<file path="config.mk">
export PLATFORM = sky130hd
export DESIGN_NAME = spi_bridge
export DESIGN_NICKNAME = d
export VERILOG_FILES = /design/src/rtl/spi_bridge.sv
export SDC_FILE = /design/constraint.sdc
export NUM_CORES = 1
export LEC_CHECK = 0
export CAP_MARGIN = 20
export CORE_MARGIN = 5
export CORE_UTILIZATION = 53
export DETAILED_ROUTE_END_ITERATION = 6
export HOLD_SLACK_MARGIN = 0.12
export PLACE_DENSITY = 0.87
export SYNTH_ARGS = -nofsm -noshare
export SYNTH_HDL_FRONTEND = slang
export SYNTH_SLANG_ARGS = --single-unit
</file>
<file path="constraint.sdc">
create_clock -name clk -period 1.8 [get_ports clk]
set_input_delay 0.27 -clock clk [delete_from_list [all_inputs] [get_ports clk]]
set_output_delay 0.27 -clock clk [all_outputs]
set_load 0.05 [all_outputs]
</file>
<file path="src/rtl/spi_bridge.sv">
`timescale 1ns/1ps
// -----------------------------------------------------------------------------
// spi_bridge
//
// SPI mode-0 slave that bridges an external SPI master into the clk domain.
// sclk, cs_n and mosi are asynchronous. Each one passes through a
// SYNC_STAGES-deep synchronizer. All of the protocol logic then runs on
// posedge clk, using edges found in the synchronized signals.
//
// Receive : mosi is sampled on every sclk rising edge, MSB first. When the
//           eighth bit arrives, data_rx is updated and byte_sync pulses.
// Transmit: tx_shift is loaded from data_tx when cs_n falls. It is loaded
//           again TX_LOAD_DLY cycles after each byte_sync, and shifts on sclk
//           falling edges. miso is a registered copy of tx_shift[7].
//
// Parameters
//   SYNC_STAGES  synchronizer depth for sclk / cs_n / mosi (2..3)
//   TX_LOAD_DLY  clk cycles from byte_sync to the tx reload (1..3)
//
// Ports
//   clk        peripheral clock
//   rst_n      asynchronous active-low reset
//   sclk       SPI serial clock from the master (async)
//   cs_n       SPI chip select, active-low (async)
//   mosi       SPI master-out data (async)
//   miso       SPI master-in data (registered)
//   byte_sync  one-clk pulse: data_rx holds a freshly received byte
//   data_rx    last complete received byte
//   data_tx    byte to transmit; sampled only at load points
//   frame_err  one-clk pulse: cs_n deasserted in the middle of a byte
// -----------------------------------------------------------------------------
module spi_bridge #(
    parameter int SYNC_STAGES = 2,
    parameter int TX_LOAD_DLY = 2
) (
    input  logic       clk,
    input  logic       rst_n,
    input  logic       sclk,
    input  logic       cs_n,
    input  logic       mosi,
    output logic       miso,
    output logic       byte_sync,
    output logic [7:0] data_rx,
    input  logic [7:0] data_tx,
    output logic       frame_err
);

    typedef enum logic {
        IDLE   = 1'b0,
        ACTIVE = 1'b1
    } state_t;

    // After reset the synchronizers need this many cycles before cs_n can be
    // trusted. Only after that do we check whether cs_n is really high.
    localparam logic [2:0] FLUSH_LAST = 3'(SYNC_STAGES + 1);
    localparam logic [1:0] LOAD_START = 2'(TX_LOAD_DLY);

    // ------------------------------------------------------------------
    // Input synchronizers and edge detection
    // ------------------------------------------------------------------
    logic [SYNC_STAGES-1:0] sclk_sync;
    logic [SYNC_STAGES-1:0] cs_sync;
    logic [SYNC_STAGES-1:0] mosi_sync;
    logic                   sclk_d;
    logic                   cs_d;

    logic sclk_s;
    logic cs_s;
    logic mosi_s;

    assign sclk_s = sclk_sync[SYNC_STAGES-1];
    assign cs_s   = cs_sync[SYNC_STAGES-1];
    assign mosi_s = mosi_sync[SYNC_STAGES-1];

    // NOTE: sequential state uses non-blocking assignments, so every flop in
    // the chain samples the value it had before the edge. With blocking
    // assignments a multi-stage synchronizer would collapse into a single stage.
    always_ff @(posedge clk or negedge rst_n) begin
        if (!rst_n) begin
            sclk_sync <= '0;
            cs_sync   <= '1;
            mosi_sync <= '0;
            sclk_d    <= 1'b0;
            cs_d      <= 1'b1;
        end else begin
            sclk_sync <= {sclk_sync[SYNC_STAGES-2:0], sclk};
            cs_sync   <= {cs_sync[SYNC_STAGES-2:0], cs_n};
            mosi_sync <= {mosi_sync[SYNC_STAGES-2:0], mosi};
            sclk_d    <= sclk_s;
            cs_d      <= cs_s;
        end
    end

    logic sclk_rise;
    logic sclk_fall;
    logic cs_fall;
    logic cs_rise;

    assign sclk_rise = sclk_s & ~sclk_d;
    assign sclk_fall = ~sclk_s & sclk_d;
    assign cs_fall   = ~cs_s & cs_d;
    assign cs_rise   = cs_s & ~cs_d;

    // ------------------------------------------------------------------
    // Arming after reset
    // The synchronizers reset to "cs_n high". If cs_n is already low when
    // reset is released, the pipeline shows a falling edge that is not real.
    // A frame can only start once cs_n has been seen high after the flush.
    // ------------------------------------------------------------------
    logic [2:0] flush_cnt;
    logic       armed;

    always_ff @(posedge clk or negedge rst_n) begin
        if (!rst_n) begin
            flush_cnt <= '0;
            armed     <= 1'b0;
        end else begin
            if (flush_cnt != FLUSH_LAST) begin
                flush_cnt <= flush_cnt + 3'd1;
            end
            if (flush_cnt == FLUSH_LAST && cs_s) begin
                armed <= 1'b1;
            end
        end
    end

    // ------------------------------------------------------------------
    // FSM: IDLE while cs_n is high, ACTIVE while a frame is in progress
    // ------------------------------------------------------------------
    state_t state_q;
    state_t state_next;

    always_ff @(posedge clk or negedge rst_n) begin
        if (!rst_n) begin
            state_q <= IDLE;
        end else begin
            state_q <= state_next;
        end
    end

    // NOTE: every signal assigned in an always_comb gets a default value first.
    // A path that does not assign it would otherwise imply a latch.
    always_comb begin
        state_next = state_q;
        case (state_q)
            IDLE:    if (cs_fall && armed) state_next = ACTIVE;
            ACTIVE:  if (cs_rise)          state_next = IDLE;
            default: state_next = IDLE;
        endcase
    end

    // ------------------------------------------------------------------
    // Datapath qualifiers
    // ------------------------------------------------------------------
    logic [2:0] bit_cnt;
    logic [7:0] rx_shift;
    logic [7:0] tx_shift;
    logic [7:0] tx_next;
    logic [1:0] load_cnt;

    logic active;
    logic start;
    logic leave;
    logic bit_rise;
    logic byte_done;
    logic tx_reload;

    assign active    = (state_q == ACTIVE);
    assign start     = (state_q == IDLE) && (state_next == ACTIVE);
    assign leave     = active && cs_rise;
    assign bit_rise  = active && sclk_rise;
    // A byte that completes on the same cycle that cs_n rises still counts.
    assign byte_done = bit_rise && (bit_cnt == 3'd7);
    assign tx_reload = active && (load_cnt == 2'd1);

    // Transmit shifter next value. A load wins over a shift. After the eighth
    // bit bit_cnt is 0, so the falling edge that follows it leaves the freshly
    // reloaded byte in place.
    always_comb begin
        tx_next = tx_shift;
        if (start || tx_reload) begin
            tx_next = data_tx;
        end else if (active && sclk_fall && (bit_cnt != 3'd0)) begin
            tx_next = {tx_shift[6:0], 1'b0};
        end
    end

    // ------------------------------------------------------------------
    // Receive path, status pulses and tx reload timer
    // ------------------------------------------------------------------
    always_ff @(posedge clk or negedge rst_n) begin
        if (!rst_n) begin
            bit_cnt   <= '0;
            rx_shift  <= '0;
            data_rx   <= '0;
            byte_sync <= 1'b0;
            frame_err <= 1'b0;
            load_cnt  <= '0;
        end else begin
            byte_sync <= byte_done;
            frame_err <= leave && (bit_cnt != 3'd0) && !byte_done;

            if (start || leave) begin
                bit_cnt <= '0;
            end else if (bit_rise) begin
                bit_cnt <= bit_cnt + 3'd1;
            end

            // A partial byte is dropped when the frame ends.
            if (leave) begin
                rx_shift <= '0;
            end else if (bit_rise) begin
                rx_shift <= {rx_shift[6:0], mosi_s};
            end

            if (byte_done) begin
                data_rx <= {rx_shift[6:0], mosi_s};
            end

            // The counter is armed together with byte_sync. It reaches 1 on
            // the cycle whose closing edge reloads tx_shift, which is exactly
            // TX_LOAD_DLY cycles after the byte_sync pulse. Entering IDLE
            // cancels any reload that is still pending.
            if (state_next == IDLE) begin
                load_cnt <= '0;
            end else if (byte_done) begin
                load_cnt <= LOAD_START;
            end else if (load_cnt != 2'd0) begin
                load_cnt <= load_cnt - 2'd1;
            end
        end
    end

    // ------------------------------------------------------------------
    // Transmit path. miso is driven from the next-state value, so the
    // registered pin always matches tx_shift[7] in ACTIVE and is 0 in IDLE.
    // ------------------------------------------------------------------
    always_ff @(posedge clk or negedge rst_n) begin
        if (!rst_n) begin
            tx_shift <= '0;
            miso     <= 1'b0;
        end else begin
            tx_shift <= tx_next;
            miso     <= (state_next == ACTIVE) ? tx_next[7] : 1'b0;
        end
    end

endmodule

</file>
==> reports/results.tsv, run 1 <==
stage	metric	value	unit
power	Worst VDD drop	502	uV
floorplanning	IO Pins	24	
power	power density over cell area	1050	nW/um^2
routing	DRC	0	
setup_path	CP required	1.53	ns
power	net switching component of the power	689	uW
yosys	Yosys cell types	37	
timing	f_max	572	MHz
setup_path	CP max stage delay	0.79	ns
floorplanning	Initial Util	54.9	%
setup_path	crit end category	primary output	
timing	Slew HR	64.5	%
floorplanning	Die ar.	4730	sq um
power	P_int	1.60	mW
routing	via count	1240	
power	Leakage	1.07	nW
floorplanning	core area	3340	sq um
finish	share of cells above drive strength 1	18.1	%
routing	DRT iter0 DRCs	132	
setup_path	critical path's slowest cell	clkdlybuf4s50_1	
cts	H-Tree Depth	2	
flow_run	max_cap viols	0	
routing	drt wl/cell	15.6	um
grt	initial antenna violation count	0	
grt	first-pass GRT wire length	5500	um
cts	CTS tree	yes	
power	Sw Ratio	30.2	%
timing	Fin. Hold Viols	0	
setup_path	peak fanout along the critical path	1	
grt	total grt overflow	0	
placement	Placer Congestion	0.818	
cts	Sink Count	44	
power	Reg power frac	54.4	%
setup_path	Worst Path Arrival	1.48	ns
setup_path	Crit Path Class	reg2out	
timing	Setup Total Neg Slack	0	ns
cts	CTS buffer count	5	
power	combinational share of power	23.4	%
yosys	Seq/Total Area, Yosys	60.3	%
routing	ANT nets after route	0	
worst_hold_path	Hold Path Class	in2reg	
timing	Setup violations, final	0	
yosys	Yosys reg bits	44	
yosys	Post-Syn Instances	139	
floorplanning	Die H	68.8	um
yosys	Avg Inst Size Synth	13.2	sq um
setup_path	delay-heaviest family, CP	buffers and inverters	
grt	Total Routing Usage GR	16.2	%
cts	CTS root buf	clkbuf_4	
yosys	Synthesized Nets	159	
finish	number of nets in the layout	186	
cts	worst-skew pair later-pin latency	0.35	ns
timing	Final Slew Violations	0	
grt	pin count of the biggest net entering global routing	45	
timing	unrepaired setup endpoints after global routing	false	
outcome	status	finished clean	
floorplanning	Row Count	21	
cts	CTS clk-pin slew, worst paths	0.12	ns
power	Power Total	2.28	mW
yosys	synthesized area	1830	sq um
finish	area grow syn2layout	18.8	%
cts	clk buf depth	2	
setup_path	WP buf/inv	1	
finish	Antenna diodes	0	
routing	WL final	3310	um
timing	min Tclk post-route	1.75	ns
floorplanning	chip width	68.8	um
timing	final worst-path cycle share	97.2	%
grt	vias in the first global route	1218	
yosys	yosys synthesis warning count	0	
routing	Pre-antenna DRT Iters	4	
routing	via/cell ratio	5.85	
setup_path	crit-path cells	clkdlybuf4s50_1	
setup_path	Worst Setup Start Kind	register	
placement	# port buffers	23	
timing	Tightest Pin Transition	0.533	ns
power	Clock power frac	22.2	%
timing	Setup Skew	0.00961	ns
cts	Setup Fix Bufs, Post-CTS	0	
placement	HPWL after DPL	2380	um
## stage by stage
stage	cells	cell area [sq um]	setup slack (ns)	utilization [%]	hold slack (ns)
detailed placement	204	2100	0.0884	62.8	0.338
global placement	204	2100	0.239	62.8	0.334
CTS	212	2160	0.00314	64.9	0.301
global route	212	2180	0.00735	65.2	0.294
floorplan	139	1830	0.274	-	-0.0256
finish	212	2180	0.0505	65.2	0.317
## cells in the final DEF (no fill, tap or decap), types with 2 or more instances in the layout
master / instances
nand2b_1: 3
clkbuf_4: 5
dlygate4sd2_1: 6
inv_1: 7
dlymetal6s2s_1: 4
clkbuf_8: 2
dfrtp_1: 41
mux2_2: 10
a31oi_1: 7
ha_1: 7
a21oi_1: 8
dfstp_2: 3
buf_4: 2
o31ai_1: 7
a22o_1: 7
nor2b_1: 2
nand4_1: 7
a32o_1: 2
clkdlybuf4s50_1: 12
## synthesized netlist by cell type (all sizes together)
| cell | instances | share of area (%) |
|---|---|---|
| a21o | 1 | 0.41 |
| a21oi | 8 | 2.2 |
| a22o | 7 | 3.3 |
| a2bb2oi | 1 | 0.48 |
| a311oi | 1 | 0.48 |
| a31o | 1 | 0.48 |
| a31oi | 7 | 2.4 |
| a32o | 2 | 1.1 |
| and2 | 1 | 0.34 |
| and2b | 1 | 0.41 |
| and3 | 1 | 0.34 |
| and4 | 1 | 0.48 |
| buf | 4 | 1.4 |
| clkbuf | 2 | 0.41 |
| dfrtp | 41 | 56 |
| dfstp | 3 | 4.3 |
| ha | 7 | 4.8 |
| inv | 8 | 1.6 |
| mux2 | 11 | 7.0 |
| mux2i | 1 | 0.55 |
| nand2 | 2 | 0.55 |
| nand2b | 3 | 1.0 |
| nand3 | 1 | 0.55 |
| nand4 | 7 | 2.4 |
| nand4bb | 1 | 0.61 |
| nor2b | 3 | 1.0 |
| nor3 | 1 | 0.27 |
| nor4 | 1 | 0.34 |
| o21ai | 1 | 0.48 |
| o31a | 1 | 0.48 |
| o31ai | 7 | 2.9 |
| xnor2 | 1 | 0.48 |
| xor2 | 1 | 0.48 |
## cells by family after synthesis
group           share of synthesized area (%)
buf+inv                                  3.48
xor+xnor                                0.956
flops                                    60.3
mux                                      7.51
simple gates                             8.33
fa+ha+maj                                4.78
compound gates                           14.7
## power by group through the flow
stage	registers [mW]	clock network (mW)	logic (mW)
after detailed placement	1.26	0	0.525
after global placement	1.24	0	0.492
final	1.24	0.507	0.535
after CTS	1.24	0.525	0.534
after global routing	1.26	0.563	0.590
after floorplan	1.26	0	0.365
## cell type report
type                       instances  area [sq um]
clock buffer                       7          65.1
fill                             259          1160
inverter                           8          30.0
timing repair buffer              26           253
multi-input combinational         81           667
tap                               46          57.6
sequential                        44          1100
## routing by layer
metal / routed length (um) / global-route usage (%)
met1: 1370 / 20.7
met2: 1690 / 24.7
met3: 186 / 4.38
met4: 68 / 9.49
met5: 0 / 0
## worst register-to-register path: cells and delay by family, from the launching register on
kind | cells | cell delay, ns
flops | 1 | 0.67
simple gates | 1 | 0.33
buf+inv | 1 | 0.22
mux | 1 | 0.35
## worst paths after layout
kind	start	end	slack (ns)	depth (start not counted)
setup / recovery	frame_err	frame_err	0.05	1
hold / removal	cs_n	cs_sync[0]	0.32	1
setup reg to reg	active	data_rx[7]	0.13	3
hold reg to reg	sclk_sync[0]	sclk_sync[1]	0.36	0
max in group asynchronous	rst_n	cs_d	0.92	3
min in group asynchronous	rst_n	tx_shift[1]	0.49	3
## sequential cells by signal (all words and copies together), names as in the netlist, 3 cells and up
| signal | cells |
|---|---|
| bit_cnt | 3 |
| rx_shift | 7 |
| tx_shift | 8 |
| data_rx | 8 |
| flush_cnt | 3 |
## timing repair
item	in CTS	in global routing
gates resized for setup	6	5
endpoints found under the setup margin	6	6
hold endpoints to repair	41	0
hold buffers	1	0
(Power assumes the default switching activity.)
==> run 2, diff against run 1 <==
==> constraint.sdc (replaced) <==
create_clock -name clk -period 1.8 [get_ports clk]
set_input_delay 0.45 -clock clk [delete_from_list [all_inputs] [get_ports clk]]
set_output_delay 0.45 -clock clk [all_outputs]
set_load 0.05 [all_outputs]
==> run 2 against run 1 <==
Compared with the run above: setup slack better by 0.16 ns; via count up 0.32%; final cell count up 0.47%; clock power down 7.3%; design area down 1.0%; hold slack better by 0.045 ns; non-clock buffer count unchanged; largest power group unchanged; clock skew up 0.0013 ns; register-to-register slack better by 0.08 ns.
==> reports/results.tsv, run 2 (synthesized netlist as in run 1, its figures left out) <==
stage	metric	value	unit	change
timing	Slew HR	71.0	%	was 64.5%
routing	Pre-antenna DRT Iters	4		unchanged
floorplanning	Row Count	21		unchanged
setup_path	FF-to-FF End	tx_shift[0]		was data_rx[7]
grt	first-pass GRT wire length	5430	um	was 5500 um
cts	CTS tree	yes		unchanged
finish	share of cells above drive strength 1	24.6	%	was 18.1%
timing	final worst-path cycle share	88.3	%	was 97.2%
grt	Total Routing Usage GR	15.6	%	was 16.2%
routing	via/cell ratio	5.84		was 5.85
setup_path	worst reg2reg path depth	4		was 3
routing	ANT nets after route	0		unchanged
floorplanning	Initial Util	54.9	%	unchanged
setup_path	Crit Path Class	reg2reg		was reg2out
power	Leakage	0.988	nW	was 1.07 nW
finish	most frequent cells in the layout	dfrtp_1 (40), buf_4 (12), clkdlybuf4s50_1 (11), mux2_2 (10), a21oi_1 (8)		was dfrtp_1 (41), clkdlybuf4s50_1 (12), mux2_2 (10), a21oi_1 (8)
routing	drt wl/cell	14.7	um	was 15.6 um
setup_path	crit end category	register		was primary output
power	Worst VDD drop	615	uV	was 502 uV
power	power density over cell area	1040	nW/um^2	was 1050 nW/um^2
placement	# port buffers	23		unchanged
power	Power Total	2.24	mW	was 2.28 mW
setup_path	Worst R2R Setup Slack	0.21	ns	was 0.13 ns
finish	Antenna diodes	0		unchanged
flow_run	max_cap viols	0		unchanged
timing	Final WS setup	0.211	ns	was 0.0505 ns
grt	total grt overflow	0		unchanged
finish	final instance area	2150	sq um	was 2180 sq um
cts	Setup Fix Bufs, Post-CTS	0		unchanged
floorplanning	chip width	68.8	um	unchanged
worst_hold_path	Hold Path Class	reg2reg		was in2reg
cts	CTS buffer count	5		unchanged
cts	H-Tree Depth	2		unchanged
setup_path	CP required	2.03	ns	was 1.53 ns
finish	Filler cells	269		was 259
grt	vias in the first global route	1220		was 1218
timing	Setup Total Neg Slack	0	ns	unchanged
placement	Placer Congestion	0.824		was 0.818
setup_path	peak fanout along the critical path	9		was 1
routing	WL final	3130	um	was 3310 um
outcome	status	finished clean		unchanged
routing	via count	1244		was 1240
timing	Fin. Hold Viols	0		unchanged
timing	Tightest Pin Transition	0.435	ns	was 0.533 ns
timing	f_max	629	MHz	was 572 MHz
floorplanning	Die H	68.8	um	unchanged
floorplanning	core area	3340	sq um	unchanged
floorplanning	Die ar.	4730	sq um	unchanged
grt	initial antenna violation count	0		unchanged
timing	Final Slew Violations	0		unchanged
setup_path	RR Startpoint	load_cnt[0]		was active
placement	pre-CTS setup slack	0.0809	ns	was 0.0884 ns
finish	number of nets in the layout	186		unchanged
setup_path	critical path capture point	tx_shift[0]		was frame_err
cts	CTS root buf	clkbuf_4		unchanged
setup_path	Worst Path Arrival	1.82	ns	was 1.48 ns
cts	clk buf depth	2		unchanged
timing	unrepaired setup endpoints after global routing	false		unchanged
cts	CTS clk-pin slew, worst paths	0.11	ns	was 0.12 ns
setup_path	Critical Path Start	load_cnt[0]		was frame_err
placement	DP Area	2080	sq um	was 2100 sq um
timing	Setup violations, final	0		unchanged
floorplanning	IO Pins	24		unchanged
finish	largest registers	data_rx: 8 flops, tx_shift: 8 flops, rx_shift: 7 flops		unchanged
timing	Setup Skew	0.0109	ns	was 0.00961 ns
cts	Sink Count	44		unchanged
grt	pin count of the biggest net entering global routing	27		was 45
placement	HPWL after DPL	2360	um	was 2380 um
cts	worst-skew pair later-pin latency	0.34	ns	was 0.35 ns
finish	FF/Latch Area	1110	sq um	was 1100 sq um
finish	Core Util, Final	64.6	%	was 65.2%
setup_path	Worst Setup Start Kind	register		unchanged
routing	DRC	0		unchanged
finish	multi-input logic area	667	sq um	unchanged
routing	DRT iter0 DRCs	140		was 132
timing	min Tclk post-route	1.59	ns	was 1.75 ns
finish	area grow syn2layout	17.5	%	was 18.8%
finish	commonest non-fill, non-tap cell in the layout	dfrtp_1		unchanged
[run 2: cell types whose count changed in the layout (fill, tap and decap cells not counted), sizes merged]
cell and change:
clkbuf +1, buf +11, dlymetal6s2s -4, clkdlybuf4s50 -1, dlygate4sd2 -6
[run 2: area by class of cell]
type | count | share of cell area [%]
multi-input combinational | 81 | 31.0
tap | 46 | 2.67
inverter | 8 | 1.39
clock buffer | 8 | 2.73
timing repair buffer | 26 | 10.9
sequential | 44 | 51.3
[run 2: per-stage QoR]
| step | instances | hold WS (ns) |
|---|---|---|
| 2_1_floorplan | 139 | 0.154 |
| 3_3_place_gp | 204 | 0.332 |
| 3_5_place_dp | 204 | 0.339 |
| 4_1_cts | 213 | 0.365 |
| 5_1_grt | 213 | 0.373 |
| 6_report | 213 | 0.362 |
[run 2: how the worst min path moves through the flow]
stage / end / start / depth (start not counted) / slack (ns)
floorplan: active / rst_n / 0 / 0.15
CTS: sclk_sync[1] / sclk_sync[0] / 0 / 0.37
global placement: mosi_sync[1] / mosi_sync[0] / 0 / 0.33
detailed placement: sclk_sync[1] / sclk_sync[0] / 0 / 0.34
global route: sclk_sync[1] / sclk_sync[0] / 0 / 0.37
finish: sclk_sync[1] / sclk_sync[0] / 0 / 0.36
[run 2: power breakdown]
| part | switching [mW] | internal [mW] |
|---|---|---|
| registers | 0.0985 | 1.14 |
| logic | 0.292 | 0.238 |
| clock network | 0.277 | 0.193 |
[run 2: worst max-delay path: stages, from the launching register on]
cell,delay [ns]
dfrtp_1,0.42
ha_1,0.23
nand2_2,0.15
and2_1,0.35
mux2_4,0.33
[run 2: routing by layer]
metal  wire length (um)  GRT usage, %
met4                 15          4.87
met1               1370          19.9
met5                  0             0
met2               1520          24.3
met3                223          6.32
[run 2: what timing repair did]
item                                    in CTS  in global routing
hold endpoints to repair                    18                  0
hold buffers                                 1                  0
endpoints found under the setup margin       0                  2
gates resized for setup                      0                  2
